File: config.mk
export PLATFORM = sky130hd
export DESIGN_NAME = btn_repeat_encoder
export DESIGN_NICKNAME = d
export VERILOG_FILES = /design/src/rtl/btn_pkg.sv /design/src/rtl/btn_repeat_fsm.sv /design/src/rtl/btn_repeat_encoder.sv
export SDC_FILE = /design/constraint.sdc
export NUM_CORES = 1
export LEC_CHECK = 0
export CAP_MARGIN = 20
export CORE_MARGIN = 3
export CORE_UTILIZATION = 60
export CTS_CLUSTER_DIAMETER = 100
export DETAILED_ROUTE_END_ITERATION = 16
export PLACE_DENSITY = 0.77
export SLEW_MARGIN = 5
export SYNTH_ARGS = -nofsm -noshare
export SYNTH_HDL_FRONTEND = slang
export SYNTH_SLANG_ARGS = --single-unit
File: constraint.sdc
create_clock -name clk -period 3 [get_ports clk]
set_clock_uncertainty 0.2 [all_clocks]
set_input_delay 0.45 -clock clk [delete_from_list [all_inputs] [get_ports clk]]
set_output_delay 0.45 -clock clk [all_outputs]
set_load 0.02 [all_outputs]
File: src/rtl/btn_pkg.sv
// Shared definitions for the button repeat encoder: event-kind encoding,
// button index constants and default timing parameters.
package btn_pkg;

  // Event kind as presented on evt_kind_o
  typedef enum logic [1:0] {
    KIND_PRESS  = 2'd0,
    KIND_REPEAT = 2'd1,
    KIND_LONG   = 2'd2
  } evt_kind_e;

  // Physical button order on btn_i / btns_posedge
  localparam int BTN_CENTER = 0;
  localparam int BTN_TOP    = 1;
  localparam int BTN_RIGHT  = 2;
  localparam int BTN_BOTTOM = 3;
  localparam int BTN_LEFT   = 4;

  // Default configuration
  localparam int DEF_NUM_BTNS  = 5;
  localparam int DEF_DELAY_CYC = 25_000_000;
  localparam int DEF_RATE_CYC  = 5_000_000;
  localparam int DEF_LONG_CYC  = 100_000_000;

  // Largest of three values, used to size the hold counters
  function automatic int max3(input int a, input int b, input int c);
    int m;
    m = (a > b) ? a : b;
    return (m > c) ? m : c;
  endfunction

endpackage

File: src/rtl/btn_repeat_fsm.sv
// One button channel: IDLE/HOLD/RPT state machine, saturating hold counters
// and a single-entry pending event register drained by the top-level arbiter.
// Optional feature macro: BTN_LONG_PRESS_EN adds the one-shot LONG event.
module btn_repeat_fsm
  import btn_pkg::*;
#(
  parameter int DELAY_CYC = DEF_DELAY_CYC,
  parameter int RATE_CYC  = DEF_RATE_CYC,
  parameter int LONG_CYC  = DEF_LONG_CYC
) (
  input  logic       clk,
  input  logic       rst_n,
  input  logic       btn,
  input  logic       btn_posedge,
  input  logic       drain,
  output logic       pend_valid,
  output logic [1:0] pend_kind,
  output logic       drop
);

  localparam int CW = $clog2(max3(DELAY_CYC, RATE_CYC, LONG_CYC)) + 1;
  localparam logic [CW-1:0] DELAY_C = CW'(DELAY_CYC);
  localparam logic [CW-1:0] RATE_C  = CW'(RATE_CYC);
  localparam logic [CW-1:0] ONE_C   = CW'(1);

  typedef enum logic [1:0] {ST_IDLE = 2'd0, ST_HOLD = 2'd1, ST_RPT = 2'd2} state_e;

  state_e          state_r, state_s;
  logic [CW-1:0]   cnt_r, cnt_s;
  logic            gen_valid_s;
  logic [1:0]      gen_kind_s;
  logic            evt_valid_s;
  logic [1:0]      evt_kind_s;
  logic            pend_valid_r;
  logic [1:0]      pend_kind_r;

  // Counters stop at all-ones instead of wrapping
  function automatic logic [CW-1:0] sat_inc(input logic [CW-1:0] v);
    return (v == {CW{1'b1}}) ? v : v + ONE_C;
  endfunction

  // State and delay/rate counter registers
  always_ff @(posedge clk or negedge rst_n) begin
    if (!rst_n) begin
      state_r <= ST_IDLE;
      cnt_r   <= '0;
    end else begin
      state_r <= state_s;
      cnt_r   <= cnt_s;
    end
  end

  // Next state, counter update and PRESS/REPEAT generation; cnt equals cycles since press or last REPEAT
  always_comb begin
    state_s     = state_r;
    cnt_s       = cnt_r;
    gen_valid_s = 1'b0;
    gen_kind_s  = KIND_PRESS;
    case (state_r)
      ST_IDLE: begin
        if (btn_posedge) begin
          state_s     = ST_HOLD;
          cnt_s       = ONE_C;
          gen_valid_s = 1'b1;
          gen_kind_s  = KIND_PRESS;
        end else begin
          cnt_s = '0;
        end
      end
      ST_HOLD: begin
        if (!btn) begin
          state_s = ST_IDLE;
          cnt_s   = '0;
        end else if (cnt_r == DELAY_C) begin
          state_s     = ST_RPT;
          cnt_s       = ONE_C;
          gen_valid_s = 1'b1;
          gen_kind_s  = KIND_REPEAT;
        end else begin
          cnt_s = sat_inc(cnt_r);
        end
      end
      ST_RPT: begin
        if (!btn) begin
          state_s = ST_IDLE;
          cnt_s   = '0;
        end else if (cnt_r == RATE_C) begin
          cnt_s       = ONE_C;
          gen_valid_s = 1'b1;
          gen_kind_s  = KIND_REPEAT;
        end else begin
          cnt_s = sat_inc(cnt_r);
        end
      end
      default: begin
        state_s = ST_IDLE;
        cnt_s   = '0;
      end
    endcase
  end

`ifdef BTN_LONG_PRESS_EN
  localparam logic [CW-1:0] LONG_C = CW'(LONG_CYC);
  logic [CW-1:0] hold_r, hold_s;
  logic          long_hit_s;

  // Total hold length since press, independent of the repeat counter
  always_ff @(posedge clk or negedge rst_n) begin
    if (!rst_n) begin
      hold_r <= '0;
    end else begin
      hold_r <= hold_s;
    end
  end

  // Hold counter update and one-shot LONG detection (saturation keeps it single)
  always_comb begin
    hold_s     = hold_r;
    long_hit_s = 1'b0;
    if (state_r == ST_IDLE) begin
      hold_s = btn_posedge ? ONE_C : '0;
    end else if (!btn) begin
      hold_s = '0;
    end else begin
      hold_s     = sat_inc(hold_r);
      long_hit_s = (hold_r == LONG_C);
    end
  end

  // LONG replaces a coincident REPEAT rather than competing for the pending slot
  always_comb begin
    evt_valid_s = gen_valid_s | long_hit_s;
    if (long_hit_s) begin
      evt_kind_s = KIND_LONG;
    end else begin
      evt_kind_s = gen_kind_s;
    end
  end
`else
  // Without the long-press feature only PRESS/REPEAT reach the pending slot
  always_comb begin
    evt_valid_s = gen_valid_s;
    evt_kind_s  = gen_kind_s;
  end
`endif

  // Single-entry pending slot; a draining slot may be refilled in the same cycle
  always_ff @(posedge clk or negedge rst_n) begin
    if (!rst_n) begin
      pend_valid_r <= 1'b0;
      pend_kind_r  <= 2'd0;
    end else if (evt_valid_s && (!pend_valid_r || drain)) begin
      pend_valid_r <= 1'b1;
      pend_kind_r  <= evt_kind_s;
    end else if (drain) begin
      pend_valid_r <= 1'b0;
    end else begin
      pend_valid_r <= pend_valid_r;
    end
  end

  assign pend_valid = pend_valid_r;
  assign pend_kind  = pend_kind_r;
  assign drop       = evt_valid_s && pend_valid_r && !drain;

endmodule

File: src/rtl/btn_repeat_encoder.sv
// Multi-button press/repeat event encoder: per-button channels feed a
// fixed-priority (lowest index first) arbiter and a valid/ready output register.
// Optional feature macro: BTN_LONG_PRESS_EN enables the LONG event kind.
module btn_repeat_encoder
  import btn_pkg::*;
#(
  parameter int NUM_BTNS  = DEF_NUM_BTNS,
  parameter int DELAY_CYC = DEF_DELAY_CYC,
  parameter int RATE_CYC  = DEF_RATE_CYC,
  parameter int LONG_CYC  = DEF_LONG_CYC
) (
  input  logic                clk,
  input  logic                rst_n,
  input  logic [NUM_BTNS-1:0] btn_i,
  input  logic [NUM_BTNS-1:0] btns_posedge,
  output logic                evt_valid_o,
  input  logic                evt_ready_i,
  output logic [2:0]          evt_btn_o,
  output logic [1:0]          evt_kind_o,
  output logic                overrun_o
);

  logic [NUM_BTNS-1:0] pend_valid_s;
  logic [1:0]          pend_kind_s [NUM_BTNS];
  logic [NUM_BTNS-1:0] grant_s;
  logic [NUM_BTNS-1:0] drop_s;
  logic                load_s;
  logic                any_s;
  logic [2:0]          sel_btn_s;
  logic [1:0]          sel_kind_s;

  for (genvar g = 0; g < NUM_BTNS; g++) begin : g_btn
    btn_repeat_fsm #(
      .DELAY_CYC (DELAY_CYC),
      .RATE_CYC  (RATE_CYC),
      .LONG_CYC  (LONG_CYC)
    ) u_fsm (
      .clk         (clk),
      .rst_n       (rst_n),
      .btn         (btn_i[g]),
      .btn_posedge (btns_posedge[g]),
      .drain       (grant_s[g]),
      .pend_valid  (pend_valid_s[g]),
      .pend_kind   (pend_kind_s[g]),
      .drop        (drop_s[g])
    );
  end

  assign load_s = !evt_valid_o || evt_ready_i;

  // Pick the lowest-index pending event and grant it when the output register loads
  always_comb begin
    any_s      = 1'b0;
    sel_btn_s  = 3'd0;
    sel_kind_s = 2'd0;
    grant_s    = '0;
    for (int i = 0; i < NUM_BTNS; i++) begin
      if (pend_valid_s[i] && !any_s) begin
        any_s      = 1'b1;
        sel_btn_s  = 3'(i);
        sel_kind_s = pend_kind_s[i];
        grant_s[i] = load_s;
      end else begin
        grant_s[i] = 1'b0;
      end
    end
  end

  // Output register: refills whenever empty or being consumed, so ready=1 gives one event per cycle
  always_ff @(posedge clk or negedge rst_n) begin
    if (!rst_n) begin
      evt_valid_o <= 1'b0;
      evt_btn_o   <= 3'd0;
      evt_kind_o  <= 2'd0;
    end else if (load_s && any_s) begin
      evt_valid_o <= 1'b1;
      evt_btn_o   <= sel_btn_s;
      evt_kind_o  <= sel_kind_s;
    end else if (load_s) begin
      evt_valid_o <= 1'b0;
    end else begin
      evt_valid_o <= evt_valid_o;
    end
  end

  // Sticky lost-event flag, cleared only by reset
  always_ff @(posedge clk or negedge rst_n) begin
    if (!rst_n) begin
      overrun_o <= 1'b0;
    end else begin
      overrun_o <= overrun_o | (|drop_s);
    end
  end

endmodule

# Word level (Yosys, flattened, before mapping)

Cells that the tools add are included.

Bitwise logic cells: 1
Reduce and logical (&&, ||, !) cells: 58
Eq/ne operators: 40
$add $sub $neg: 5
Mux-type cells: 146

Operator list:

| cell                                                  | count |
|---|---|
| two-way mux 28 bit                                    | 25 |
| one-hot mux 28 bit (3 select lines)                   | 5 |
| adder 28 x 1 -> 28 bit, second input constant         | 5 |
| == test 28 x 23 -> 1 bit, second input constant       | 5 |
| == test 28 x 25 -> 1 bit, second input constant       | 5 |
| == test 28 bit, second input constant                 | 5 |
| two-way mux 2 bit                                     | 35 |
| two-way mux 1 bit                                     | 63 |
| one-hot mux 2 bit (3 select lines)                    | 5 |
| logical AND 1 bit                                     | 20 |
| inequality test 2 bit, second input constant          | 10 |
| one-hot mux 2 bit (2 select lines)                    | 5 |
| logical NOT 1 bit                                     | 15 |
| inequality test 3 x 2 -> 1 bit, second input constant | 5 |
| one-hot mux 1 bit (3 select lines)                    | 5 |
| AND reduction 3 bit                                   | 5 |
| nonzero test 2 bit                                    | 6 |
| == test 2 x 1 -> 1 bit, second input constant         | 5 |
| == test 2 bit, second input constant                  | 5 |
| logical NOT 2 bit                                     | 5 |
| two-way mux 3 bit                                     | 3 |
| logical OR 1 bit                                      | 6 |
| OR reduction 5 bit                                    | 1 |
| bitwise OR 1 bit                                      | 1 |

Bits of input ports: 13
Register bits: 172
Output and inout bits: 7

# Longest topological paths before layout

Depth after elaboration: 17
Mapped depth: 10

# By module

A second synthesis with hierarchy kept.

Cell total of the unflattened synthesis: 1,180
Area total of the unflattened synthesis: 10,502.6 sq um

Modules (own cells, without submodules):

| module                              | cells an instance | times used | seq. area each (sq um) | area each (sq um) |
|---|---|---|---|---|
| btn_repeat_fsm (g_btn[1].u_fsm ...) | 225               | 3          | 800.8                  | 2,000.7 |
| btn_repeat_fsm (g_btn[0].u_fsm)     | 223               | 1          | 800.8                  | 2,030.7 |
| btn_repeat_fsm (g_btn[4].u_fsm)     | 224               | 1          | 800.8                  | 2,004.4 |
| btn_repeat_encoder                  | 58                | 1          | 175.2                  | 465.4 |

# Worst setup path before layout

No wires, ideal clock.

Kind: register to register
Start point: register g_btn[3].u_fsm.cnt_r[0]
End point: register g_btn[3].u_fsm.cnt_r[13]
Path buffers: 3
Period minus slack after synthesis: 2.449 ns
Arrival: 2.117 ns
Slack: 0.551 ns
Required time: 2.668 ns
Stages on the path, launching flop included: 11
Setup time: 0.132 ns
Cell sequence: dfrtp_1 > ha_1 > nand3_1 > or2_1 > clkbuf_1 > or4_1 > clkbuf_1 > buf_2 > nand3_1 > xor2_1 > nor2_1

Word-level cells in the longest chain between the ends: 5
Elaborated cells on any way between the ends: 10
Those cells by class: 1 x add/sub; 3 x eq/ne; 6 x mux

RTL lines:

| element                                                  | RTL line                                   | text |
|---|---|---|
| start: declaration                                       | btn_repeat_fsm.sv:29                       | `logic [CW-1:0] cnt_r, cnt_s;` |
| start signal: assignment                                 | btn_repeat_fsm.sv:49                       | `cnt_r <= cnt_s;` |
| adder 28 x 1 -> 28 bit or == test 28 bit (tied branches) | btn_repeat_fsm.sv:39                       | `return (v == {CW{1'b1}}) ? v : v + ONE_C;` |
| two-way mux 28 bit                                       | btn_repeat_fsm.sv:39                       |  |
| two-way mux 28 bit, on equally long branches             | btn_repeat_fsm.sv:87, btn_repeat_fsm.sv:74 |  |
| two-way mux 28 bit, on equally long branches             | btn_repeat_fsm.sv:84, btn_repeat_fsm.sv:71 |  |
| one-hot mux 28 bit (3 select lines) *                    | btn_repeat_fsm.sv:59                       | `case (state_r)` |
| net g_btn[3].u_fsm.cnt_s[13]                             | btn_repeat_fsm.sv:29                       |  |

The timed path passes the listed nets; every way through them passes the cells marked *.
A chain may end at the register's enable or synchronous reset.

# Final worst setup path

Start point: register g_btn[1].u_fsm.cnt_r[16]
End point: register overrun_o

Word-level cells in the longest chain between the ends: 8
Elaborated cells on any way between the ends: 11
Those cells by class: 2 x eq/ne; 5 x mux; 1 x bitwise; 3 x reduce/logical

RTL lines:

| element                                                              | RTL line                                   | text |
|---|---|---|
| start: declaration                                                   | btn_repeat_fsm.sv:29                       |  |
| start signal: assignment                                             | btn_repeat_fsm.sv:49                       |  |
| == test 28 x 23 -> 1 bit or == test 28 x 25 -> 1 bit (tied branches) | btn_repeat_fsm.sv:87, btn_repeat_fsm.sv:74 |  |
| two-way mux 1 bit, on equally long branches                          | btn_repeat_fsm.sv:87, btn_repeat_fsm.sv:74 |  |
| two-way mux 1 bit, on equally long branches                          | btn_repeat_fsm.sv:84, btn_repeat_fsm.sv:71 |  |
| one-hot mux 1 bit (3 select lines) *                                 | btn_repeat_fsm.sv:59                       |  |
| logical AND 1 bit * (2 in a row)                                     | btn_repeat_fsm.sv:164                      | `assign drop = evt_valid_s && pend_valid_r && !drain;` |
| OR reduction 5 bit *                                                 | btn_repeat_encoder.sv:91                   | `overrun_o <= overrun_o \| (\|drop_s);` |
| bitwise OR 1 bit *                                                   | btn_repeat_encoder.sv:91                   |  |
| end signal: assignment                                               | btn_repeat_encoder.sv:91                   |  |
| end: declaration                                                     | btn_repeat_encoder.sv:20                   | `output logic overrun_o` |

Every way passes the cells marked *; elsewhere a longest branch is shown, timed or not.

==> results by group <==
Die
  • Width of the die: ~130 microns
  • Die height: ~130 microns
  • Core area: 15,500 sq um
  • Placement row count: 45
  • IO Pins: 20
  • Die area: around 18,000 sq um
  • Initial core utilization: 62.7%

Finish
  • Post-route cell area: 10,800 sq um
  • Final #Nets: 1,169
  • Post-Layout Cell Count: about 1,400
  • Area Overhead vs Synth: 10.4%
  • Utilization after layout: between 60% and 70%
  • Layout cell share with drive strength beyond 1: 5.62%
  • Antenna cells: 0

STA
  • F_max: 0.363 GHz
  • Final min period: around 2.8 ns
  • Max Slew Vio Count: 0
  • Hold slack: about 0.29 ns
  • Setup violations, final: 0
  • Period utilization: 91.8%
  • Final Hold Viols: 0
  • Worst slew pin tran: 0.680 ns
  • RSZ-0062 raised after global routing: false
  • Total Negative Setup Slacks: 0 ns
  • Max-slew headroom: around 55%

Synthesis
  • Asr flop ratio synth: between 90% and 100%
  • Most area-consuming cells after synthesis: dfrtp_1 (43%), nor2_1 (6.9%), xnor2_1 (5.6%)
  • Post-Synth Adder-Cell Area: 3.85%
  • Post-Synth Simple-Gate Area: about 31%
  • Most common cell in the netlist: nor2_1
  • Netlist cell types: 67
  • Mapped Cells: 1,109
  • Top cells by count, synth: nor2_1 (180), dfrtp_1 (166), nand2_1 (88)
  • Post-synthesis compound-gate area fraction: between 7 and 8%
  • Xor-xnor portion of the synthesized cell area: 10.2%
  • Post-synthesis mux area share: 1.05%
  • Flops & latches, synth: between 150 and 200
  • Area leader, netlist: dfrtp_1
  • Main synth FF type: dfrtp_1
  • Syn Std Cell Area: 9740 sq um
  • Syn Nets: about 1,200
  • Main combinational cell family by area after synthesis: simple AND/OR/NAND/NOR gates
  • Synth warnings: 0
  • Sequential share of the synthesized area: 42.6%
  • Yosys top cell area share: 42.6%
  • Post-synth EDFFs: 0
  • Avg Synthesized Cell Area: 8.79 sq um

Detailed routing
  • Vias per inst: about 6
  • Final WL: around 21,000 microns
  • Per-cell routed wire length: 15.4 microns
  • DRT iter0 DRCs: 585
  • DRT Pass-1 Iters: 5
  • Via count: 8,085
  • Remaining DRCs: 0
  • Post-route ant nets: 0

Pwr
  • Pwr per Cell Area: 552 nW/um^2
  • Flop pwr share: 43.2%
  • Sw Ratio: roughly a third
  • Clk network pwr share: 34.5%
  • Leak: approximately 4.2 nW
  • Psw: 1.87 mW
  • Combinational group share of total power: 22.3%
  • P_int: 4.07 mW
  • Worst VDD drop: between 0.0004 and 0.0005 V

Placement
  • Placed Instance Area: 10,200 sq um
  • Final GP Congestion: 0.891
  • Buffers on Ports: 18
  • Placed Cells: 1,317
  • DP Wirelength: about 15,000 microns

Hold path
  • Type of the worst min-delay path: reg2reg

Worst setup path
  • CP Data Arrival Time: around 2.9 ns
  • CP Launch Type: flip-flop
  • Worst EP required: approximately 3.2 ns
  • CP max stage cell: or4_1
  • CP top delay family: simple AND/OR/NAND/NOR gates
  • Crit end category: flip-flop
  • CP cell instances: or4_1 > nor4_1 > mux2i_1 > o31a_1 > or3_1 > nand4_1
  • CP peak stage delay: 0.54 ns
  • Maximum fanout along the worst path: 7
  • WS Path Type: reg2reg
  • Crit path buf inv count: 0

CTS
  • Worst-case clock buffer depth: 2
  • Clock Latency Late Sink: 0.42 ns
  • Cts bufs inserted: 17
  • Clk sinks: 166
  • CTS tree: built
  • Worst-path clk slew: 0.06 ns
  • Clock H-tree levels: 4
  • Clk root buf: clkbuf_16
  • Setup Fix Bufs, Post-CTS: 0

GRT
  • Gr ovfl total: 0
  • Largest net degree at the start of global routing: 73
  • Initial antenna violation count: 0
  • First-pass GRT wire length: around 36,000 microns
  • Vias in the first global route: 7,482
  • Total Routing Usage GR: 24.0%

Run status
  • Outcome: complete, no violations

Flow run
  • Max cap viols: 0
[power by group through the flow]
| stage | logic (mW) | registers, mW | clock network, mW |
|---|---|---|---|
| 6_report | 1.33 | 2.56 | 2.05 |
| 2_1_floorplan | 0.924 | 2.58 | 0 |
| 3_3_place_gp | 1.31 | 2.60 | 0 |
| 5_1_grt | 1.51 | 2.59 | 2.19 |
| 4_1_cts | 1.33 | 2.56 | 2.08 |
| 3_5_place_dp | 1.32 | 2.60 | 0 |
[cell type report]
cell class	instances	area (sq um)
clock buffers	20	447
inverters	49	184
flip-flops and latches	166	4150
repair buffers	37	364
multi-input cells	855	5240
fillers	1281	4780
clock inverters	12	104
well taps	211	264
[worst register-to-register path: stages (launching register included)]
cell,delay (ns)
dfrtp_1,0.46
or4_1,0.54
nor4_1,0.53
mux2i_1,0.21
o31a_1,0.29
or3_1,0.36
nand4_1,0.10
[metal layers]
metal | vias to the layer above | track usage, % | share of wire, %
li1 | 3959 | - | -
met1 | 3884 | 35.6 | 49
met2 | 225 | 36.2 | 45
met3 | 17 | 5.02 | 4.8
met4 | 0 | 6.29 | 1.1
met5 | - | 0 | 0
[final timing paths]
kind | startpoint | to | slack [ns] | cells after the start
setup / recovery | g_btn[1].u_fsm.cnt_r[16] | overrun_o | 0.25 | 6
hold / removal | g_btn[1].u_fsm.pend_kind[0] | g_btn[1].u_fsm.pend_kind[0] | 0.29 | 2
setup reg to reg | g_btn[1].u_fsm.cnt_r[16] | overrun_o | 0.25 | 6
hold reg to reg | g_btn[1].u_fsm.pend_kind[0] | g_btn[1].u_fsm.pend_kind[0] | 0.29 | 2
max in group asynchronous | rst_n | g_btn[1].u_fsm.cnt_r[5] | 1.47 | 3
min in group asynchronous | rst_n | g_btn[4].u_fsm.cnt_r[25] | 0.41 | 2
[stage by stage]
step | worst slack (ns) | power (mW)
2_1_floorplan | 0.551 | 3.50
6_report | 0.245 | 5.94
3_3_place_gp | 0.350 | 3.90
3_5_place_dp | 0.335 | 3.92
4_1_cts | 0.285 | 5.98
5_1_grt | 0.111 | 6.28
[state kept, by name (all words and copies together), names as in the netlist]
name / flops
g_btn.u_fsm.cnt_r: 140
g_btn.u_fsm.state_r: 10
g_btn.u_fsm.pend_kind: 5
g_btn.u_fsm.pend_valid: 5
evt_btn_o: 3
evt_kind_o: 1
evt_valid_o: 1
overrun_o: 1
[layout by cell type (no fill, tap or decap), drive strengths merged, types with 29 or more instances in the layout]
master | Yosys | final
nor3 | 52 | 52
nor4 | 29 | 29
nand2 | 88 | 88
dfrtp | 166 | 166
nand4 | 63 | 63
xnor2 | 62 | 62
nor2 | 180 | 180
nand3 | 52 | 52
ha | 30 | 30
inv | 49 | 50
xor2 | 52 | 52
[what timing repair did]
| item | 4_1_cts | 5_1_grt |
|---|---|---|
| endpoints found under the setup margin | 0 | 0 |
| hold buffers | 1 | 0 |
| hold endpoints to repair | 69 | 0 |
| gates resized for setup | 0 | 0 |
[logic make-up after synthesis]
kind of cell             count (synthesis)
AND/OR/NAND/NOR                        588
multiplexers                            10
other                                    1
buffers and inverters                   88
adder cells (fa/ha/maj)                 30
AO/OA/AOI/OAI                          112
flip-flops                             166
XOR/XNOR                               114
(Power assumes the default switching activity.)
